## src/rtl/unzigzag_pkg.sv

```systemverilog
// Shared types and zigzag helpers for the streaming unzigzag block.
// Q (coefficient width) defaults to the `Q macro, or 12 when `Q is not defined.
`ifndef Q
`define Q 12
`endif

package unzigzag_pkg;

  localparam int unsigned COEF_W      = `Q;
  localparam int unsigned BLOCK_N     = 8;
  localparam int unsigned BLOCK_COEFS = BLOCK_N * BLOCK_N;

  typedef logic signed [COEF_W-1:0] coef_t;

  // Walk the zigzag path idx steps from (0,0). Even anti-diagonals move up-right,
  // odd ones move down-left, turning at the block edges.
  function automatic int zz_walk(input int idx, input int n, input bit want_row);
    int row;
    int col;
    row = 0;
    col = 0;
    for (int k = 0; k < 256; k++) begin
      if (k < idx) begin
        if (((row + col) % 2) == 0) begin
          if (col == n - 1) begin
            row = row + 1;
          end else if (row == 0) begin
            col = col + 1;
          end else begin
            row = row - 1;
            col = col + 1;
          end
        end else begin
          if (row == n - 1) begin
            col = col + 1;
          end else if (col == 0) begin
            row = row + 1;
          end else begin
            row = row + 1;
            col = col - 1;
          end
        end
      end
    end
    return want_row ? row : col;
  endfunction

  function automatic int zz_row(input int idx, input int n);
    return zz_walk(idx, n, 1'b1);
  endfunction

  function automatic int zz_col(input int idx, input int n);
    return zz_walk(idx, n, 1'b0);
  endfunction

endpackage

```

## src/rtl/zz_index_rom.sv

```systemverilog
// Combinational zigzag-index to natural {row,col} lookup, elaborated from the
// package walk functions.
module zz_index_rom
  import unzigzag_pkg::*;
#(
  parameter int unsigned N     = 8,
  parameter int unsigned CNT_W = $clog2(N * N),
  parameter int unsigned RC_W  = $clog2(N)
) (
  input  logic [CNT_W-1:0] idx,
  output logic [RC_W-1:0]  row,
  output logic [RC_W-1:0]  col
);

  logic [RC_W-1:0] row_tab [N*N];
  logic [RC_W-1:0] col_tab [N*N];

  for (genvar g = 0; g < N * N; g++) begin : g_tab
    assign row_tab[g] = RC_W'(zz_row(g, N));
    assign col_tab[g] = RC_W'(zz_col(g, N));
  end

  // Select the table entry; explicit compare keeps non-power-of-two N in range.
  always_comb begin
    row = '0;
    col = '0;
    for (int i = 0; i < N * N; i++) begin
      if (idx == CNT_W'(i)) begin
        row = row_tab[i];
        col = col_tab[i];
      end
    end
  end

endmodule

```

## src/rtl/unzigzag_stream.sv

```systemverilog
// Streaming double-buffered unzigzag: coefficients arrive in zigzag order, are
// scattered into natural order in one of two ping-pong banks, and each complete
// block is presented in parallel downstream.
// Optional feature macro: UNZIGZAG_EOB_EN adds the in_eob early-completion input
// and zeroes each bank as it drains.
`ifndef Q
`define Q 12
`endif

module unzigzag_stream
  import unzigzag_pkg::*;
#(
  parameter int unsigned Q     = `Q,
  parameter int unsigned N     = 8,
  parameter int unsigned CNT_W = $clog2(N * N)
) (
  input  logic                                 clock,
  input  logic                                 reset_n,
  input  logic                                 in_valid,
  output logic                                 in_ready,
  input  logic signed [Q-1:0]                  in_coef,
`ifdef UNZIGZAG_EOB_EN
  input  logic                                 in_eob,
`endif
  output logic                                 out_valid,
  input  logic                                 out_ready,
  output logic signed [N-1:0][N-1:0][Q-1:0]    out_block
);

  localparam int unsigned RC_W = $clog2(N);
  localparam int unsigned LAST = N * N - 1;

  logic                            wr_bank_q;
  logic                            rd_bank_q;
  logic [1:0]                      full_q;
  logic [CNT_W-1:0]                cnt_q;
  logic [N-1:0][N-1:0][Q-1:0]      bank_q [2];

  logic            accept;
  logic            drain;
  logic            complete;
  logic [RC_W-1:0] zz_r;
  logic [RC_W-1:0] zz_c;

  zz_index_rom #(
    .N    (N),
    .CNT_W(CNT_W),
    .RC_W (RC_W)
  ) u_rom (
    .idx(cnt_q),
    .row(zz_r),
    .col(zz_c)
  );

  // Handshakes come from registered state only; both are forced low during reset.
  assign in_ready  = reset_n & ~full_q[wr_bank_q];
  assign out_valid = reset_n & full_q[rd_bank_q];
  assign out_block = bank_q[rd_bank_q];

  assign accept = in_valid & in_ready;
  assign drain  = out_valid & out_ready;
`ifdef UNZIGZAG_EOB_EN
  assign complete = accept & ((cnt_q == CNT_W'(LAST)) | in_eob);
`else
  assign complete = accept & (cnt_q == CNT_W'(LAST));
`endif

  // Bank fill, completion and drain; completion and drain always hit different banks.
  always_ff @(posedge clock) begin
    if (!reset_n) begin
      wr_bank_q <= 1'b0;
      rd_bank_q <= 1'b0;
      full_q    <= 2'b00;
      cnt_q     <= '0;
      bank_q[0] <= '0;
      bank_q[1] <= '0;
    end else begin
      if (accept) begin
        bank_q[wr_bank_q][zz_r][zz_c] <= in_coef;
        cnt_q <= complete ? '0 : cnt_q + CNT_W'(1);
      end
      if (complete) begin
        full_q[wr_bank_q] <= 1'b1;
        wr_bank_q         <= ~wr_bank_q;
      end
      if (drain) begin
        full_q[rd_bank_q] <= 1'b0;
        rd_bank_q         <= ~rd_bank_q;
`ifdef UNZIGZAG_EOB_EN
        // Zero on drain so a later early-EOB block reads 0 in unwritten slots.
        bank_q[rd_bank_q] <= '0;
`endif
      end
    end
  end

endmodule

```

## config.mk

```make
export PLATFORM = sky130hd
export DESIGN_NAME = unzigzag_stream
export DESIGN_NICKNAME = d
export VERILOG_FILES = /design/src/rtl/unzigzag_pkg.sv /design/src/rtl/zz_index_rom.sv /design/src/rtl/unzigzag_stream.sv
export SDC_FILE = /design/constraint.sdc
export NUM_CORES = 2
export LEC_CHECK = 0
export ABC_AREA = 1
export CAP_MARGIN = 20
export CORE_MARGIN = 1
export CORE_UTILIZATION = 51
export DETAILED_ROUTE_END_ITERATION = 12
export GPL_TIMING_DRIVEN = 0
export PLACE_DENSITY_LB_ADDON = 0.05
export SLEW_MARGIN = 20
export SYNTH_ARGS = -nofsm -noshare
export SYNTH_HDL_FRONTEND = slang
export SYNTH_SLANG_ARGS = --single-unit
```

## constraint.sdc

```tcl
create_clock -name clock -period 4.2 [get_ports clock]
set_input_delay 0.42 -clock clock [delete_from_list [all_inputs] [get_ports clock]]
set_output_delay 0.42 -clock clock [all_outputs]
set_load 0.005 [all_outputs]
```

== After elaboration in Yosys (flattened, before gate mapping) ==
Memory sizes are Yosys's and may differ from the RTL's. A register that Yosys moved wholly into a read port is not among the register bits.
Index checks and enable logic that the tools add are counted.
Storage, ports and cells
  logic and storage cells: 243
  RAM bits: 1536
  memories kept: 1
  output and inout port bits: 770
  register bits: 10
Cells by class
  add/sub/neg operators: 1
  multiplexer cells: 150
  equal/unequal tests: 63
  order comparisons: 8
  reduce and logical (&&, ||, !) cells: 5
  bitwise gates (word level): 11
Memories
  bank_q: words 2, bits a word 768, rd ports 1, clocked after memory_dff 1, write ports 2, line unzigzag_stream.sv:37  | logic [N-1:0][N-1:0][Q-1:0] bank_q [2];
Operators by type and width (number)
  768-bit 2-to-1 mux: 3
  768-bit OR reduction: 1
  3-bit 2-to-1 mux: 104
  96-bit demux with 3-bit select: 1
  6-bit equality test, second input constant: 32
  6-bit by 5-bit equality test with 1-bit output, second input constant: 16
  96-bit 2-to-1 mux: 1
  6-bit by 4-bit equality test with 1-bit output, second input constant: 8
  2-bit 2-to-1 mux: 19
  12-bit demux with 3-bit select: 1
  6-bit by 3-bit equality test with 1-bit output, second input constant: 4
  1-bit 2-to-1 mux: 17
  6-bit by 2-bit equality test with 1-bit output, second input constant: 2
  12-bit 2-to-1 mux: 1
  3-bit by 4-bit < comparator with 1-bit output, second input constant: 2
  6-bit by 1-bit adder with 6-bit output, second input constant: 1
  6-bit by 1-bit equality test with 1-bit output, second input constant: 1
  3-bit by 1-bit >= comparator with 1-bit output, second input constant: 2
  6-bit 2-to-1 mux: 1
  1-bit bitwise AND: 5
  1-bit logical AND: 4
  1-bit by 2-bit < comparator with 1-bit output, second input constant: 2
  1-bit inverter: 3
  2-bit bitwise AND: 1
  other kinds (4): 6

== Logic depth before layout (Yosys ltp) ==
  depth after elaboration: 73
  gate-level depth with buffers: 52
  depth with buffers taken out: 49

== By module ==
A second synthesis with hierarchy kept.
Second synthesis, totals
  cells, all modules: 4846
  area, all modules: 65181.3 um2
Modules (own cells, without submodules)
  unzigzag_stream: times used 1, cells each 4646, area each 64289.2 um2
  zz_index_rom: times used 1, cells each 200, area each 892.1 um2

== Worst setup path before layout ==
No wires, ideal clock.
  path kind: reg-to-reg
  start point: reg cnt_q[0]
  end point: mem bank_q[0][12] (netlist name), enable pin
  data arrival time: 4.221 ns
  setup slack: -0.419 ns
  cell stages (with the launch flop): 50
  period minus slack after synthesis: 4.619 ns
  setup time: 0.398 ns
  buffers on the path: 1
  data required time: 3.802 ns
  cell sequence: dfxtp_1 > inv_1 > ha_1 > nand3_1 > nand2_1 > nor2_1 > nand2_1 > nand3_1 > nand2_1 > nand3_1 > nand2_1 > nand2_1 > nand2_1 > nand2_1 > nand2_1 > nand2_1 > nand2_1 > nand2_1 > (+14 left out) > nand2_1 > nand2_1 > nand2_1 > nand2_1 > nand2_1 > nand2_1 > nand2_1 > nand2_1 > nand2_1 > nand3_1 > nand2_1 > nand3_1 > nand2_1 > nand2_1 > nand2_2 > buf_4 > nand4_2 > o21ai_0
RTL lines
  start, declared: line unzigzag_stream.sv:36  | logic [CNT_W-1:0] cnt_q;
  start signal, assigned: line unzigzag_stream.sv:80  | cnt_q <= complete ? '0 : cnt_q + CNT_W'(1);
  end, declared: line unzigzag_stream.sv:37

==> run metrics <==
Cell Pwr Density=382 nW/um^2; Synth Area in Adders=0.0750%; syn_nets=5,003; final setup vio count=2,888; worst skew pair latency=0.81 ns; Final ANT Viol Nets=0; Synthesis Warnings=0; CTS tree=done; post-route clock period utilization=111%; status=finished with violations; max_cap viols=0; fmax=0.215 GHz; GRT overflow=0; clock transition at the registers of the reported paths=0.06 ns; CP Data Required Time=4.72 ns; CTS buffer count=160; endpoints failing hold=0; prevailing post-synth register cell=edfxtp_1; cell row count=132; Synth Area in Simple Gates=13.1%; CP Launch Type=register; total power=33.9 mW; unrepaired setup endpoints after global routing=yes; leakage=32.3 nW; Synth area leaders=edfxtp_1 (69%), mux2_2 (13%), nor2_1 (5.6%), nor3_1 (4.8%), clkbuf_1 (2.4%); maximum VDD drop=0.431 mV; port bufs=784; # DRC=0; Post-synth EDFFs=1,536; most used cell, CP=nand2_1; nets=6,320; Initial DRC Count=7,441; Synth Area per Inst=13.4 sq um; CP Capture Type=register; Post-DP Area=77,000 sq um; cell accounting for the most synthesized area=edfxtp_1; Core ar.=130,000 sq um; HP Class=input port to register; crit-path leading delay family=simple AND/OR/NAND/NOR gates; DR pass1 iterations=6; Die Ht=364 microns; clk_skew=0.0286 ns; Clock Path Buffers=3; Distinct cells, synth=36; crit path buf inv count=6; async set-reset flop share out of synthesis=0%; multiplexer share of the synthesized area=13.0%; vias per inst=6.11; Final Max Slew Viols=0; vias post-DR=49,900; DP Wirelength=174 mm; largest family of logic cells by synthesized area=simple AND/OR/NAND/NOR gates; Slowest-stage cell, CP=dfxtp_4; Hold Buf Count CTS=0; fin area=88,800 sq um; critical path class=register to register; Post-Synthesis Cells=4,983; initial antenna violation count=7; CTS root buf=clkbuf_16; IO Count=786; final core occ=68.5%; Compound-Gate Fraction of Synth Area=0.793%; vias in the first global route=47,400; Sink Count=1,547; crit path DAT=5.18 ns; post-synthesis instance area=66,700 sq um; Yosys reg bits=1,547; Die X=364 microns; normalized max-slew margin=2.13%; fill count=9,277; largest net degree at the start of global routing=17; Slew @ Worst Pin=1.47 ns; Worst path max stage delay=0.39 ns; crit-path max FO=5; worst hold slack=0.136 ns; Initial Util=51.5%; die area=132,000 sq um; setup TNS=-687.46 ns; Post-Synth XOR/XNOR Area=0%; Total Routed Length=260 mm; reg2reg setup slack=-0.46 ns; H-tree levels=4; register area share after synthesis=69.5%; failing checks=setup timing; top cell type's share of synthesized area=69.1%; gpl congestion=0.953; Period minus WS final=4.66 ns; first-pass GRT wire length=352 mm; drt wl/cell=31.9 microns; area grow syn2layout=33.1%; layout cell share with drive strength beyond 1=27.3%; Final WS setup=-0.460 ns; Total GRT Usage=38.5%
-- final timing paths --
check                   startpoint                           end  cells after the start
min reg2reg   full_q[0]$_SDFF_PN0_          full_q[0]$_SDFF_PN0_                      2
max          cnt_q[1]$_SDFFE_PN0P_  bank_q[0][299]$_SDFFCE_PN0P_                     51
min                        reset_n         cnt_q[3]$_SDFFE_PN0P_                      3
max reg2reg  cnt_q[1]$_SDFFE_PN0P_  bank_q[0][299]$_SDFFCE_PN0P_                     51
-- power breakdown --
part / switching (mW) / internal [mW] / leakage [nW]
combinational: 1.70 / 1.05 / 14.0
clock: 6.01 / 7.56 / 2.33
sequential: 0.135 / 17.4 / 16.0
-- sequential cells by signal, indices dropped and copies added (netlist names), named ones only --
register,flops
wr_bank_q,1
rd_bank_q,1
cnt_q,6
bank_q,1536
full_q,2
-- tightest hold or removal path: stages --
cell	delay [ns]
clkbuf_1	0.24
nand2_1	0.18
nor3b_1	0.05
-- placed cells by master (no fill, tap or decap), types with 10 or more instances in the layout --
| cell type | n |
|---|---|
| nor3_4 | 14 |
| nor3_1 | 604 |
| clkbuf_2 | 67 |
| nand2_2 | 15 |
| o21ai_2 | 13 |
| nand2_4 | 25 |
| buf_8 | 24 |
| clkbuf_1 | 388 |
| edfxtp_1 | 1536 |
| inv_1 | 83 |
| nand3_1 | 47 |
| nor2_4 | 30 |
| o21ai_4 | 39 |
| buf_4 | 184 |
| buf_1 | 11 |
| nand4_1 | 36 |
| buf_12 | 74 |
| buf_6 | 109 |
| clkinv_2 | 15 |
| inv_2 | 10 |
| buf_16 | 10 |
| clkbuf_16 | 177 |
| clkinv_1 | 34 |
| buf_2 | 18 |
| a21oi_1 | 14 |
| nand4_4 | 38 |
| nor3_2 | 18 |
| nand2_8 | 43 |
| mux2_2 | 768 |
| clkdlybuf4s50_1 | 784 |
| nor2_2 | 11 |
| o21ai_0 | 12 |
| nor2_1 | 966 |
| nand2_1 | 133 |
-- layout make-up --
type	instances	area, sq um	area share, %
antenna	3	7.51	0.00845
sequential	1547	46400	52.2
clock buffer	218	4370	4.92
tap	1742	2180	2.45
clock inverter	62	434	0.489
multi-input combinational	2857	20400	23.0
inverter	100	410	0.462
timing repair buffer	1134	12000	13.5
buffer	500	2670	3.00
-- synth_stat cells (all sizes together) (2+ instances only) --
cell type  instances
edfxtp          1536
nor2            1007
mux2             768
nor3             636
clkbuf           419
nand2            194
inv              100
buf               82
nand4             77
o21ai             64
nand3             54
a21oi             18
dfxtp             11
ha                 4
a2111oi            2
a211oi             2
nor4               2
-- routing by layer --
metal  part of all wire [%]  up-vias  GRT usage, %
li1                       -    20700             -
met1                     37    25100          51.7
met2                     45     3495          58.3
met3                     13      592          10.3
met4                    5.6        4          18.8
met5                 0.0088        -             0
-- cells by family (layout without fill, tap and decap cells) --
| group | after synthesis | in the layout |
|---|---|---|
| buf+inv | 601 | 2014 |
| other cells | 0 | 3 |
| flops | 1547 | 1547 |
| compound gates | 92 | 92 |
| simple gates | 1971 | 1993 |
| fa+ha+maj | 4 | 4 |
| mux | 768 | 768 |
-- through the flow --
step | instances | worst slack [ns]
after floorplan | 4983 | -0.320
after global placement | 7509 | -2.36
after detailed placement | 7514 | -1.87
after CTS | 8072 | -0.380
after global routing | 8160 | -0.783
final | 8163 | -0.460
-- what timing repair did --
action                     4_1_cts  5_1_grt
setup endpoints to repair     3046     3108
pin swaps                       97       25
setup buffers                  255       64
cloned                          24       27
resized for setup              491      245
(Power assumes the default switching activity.)
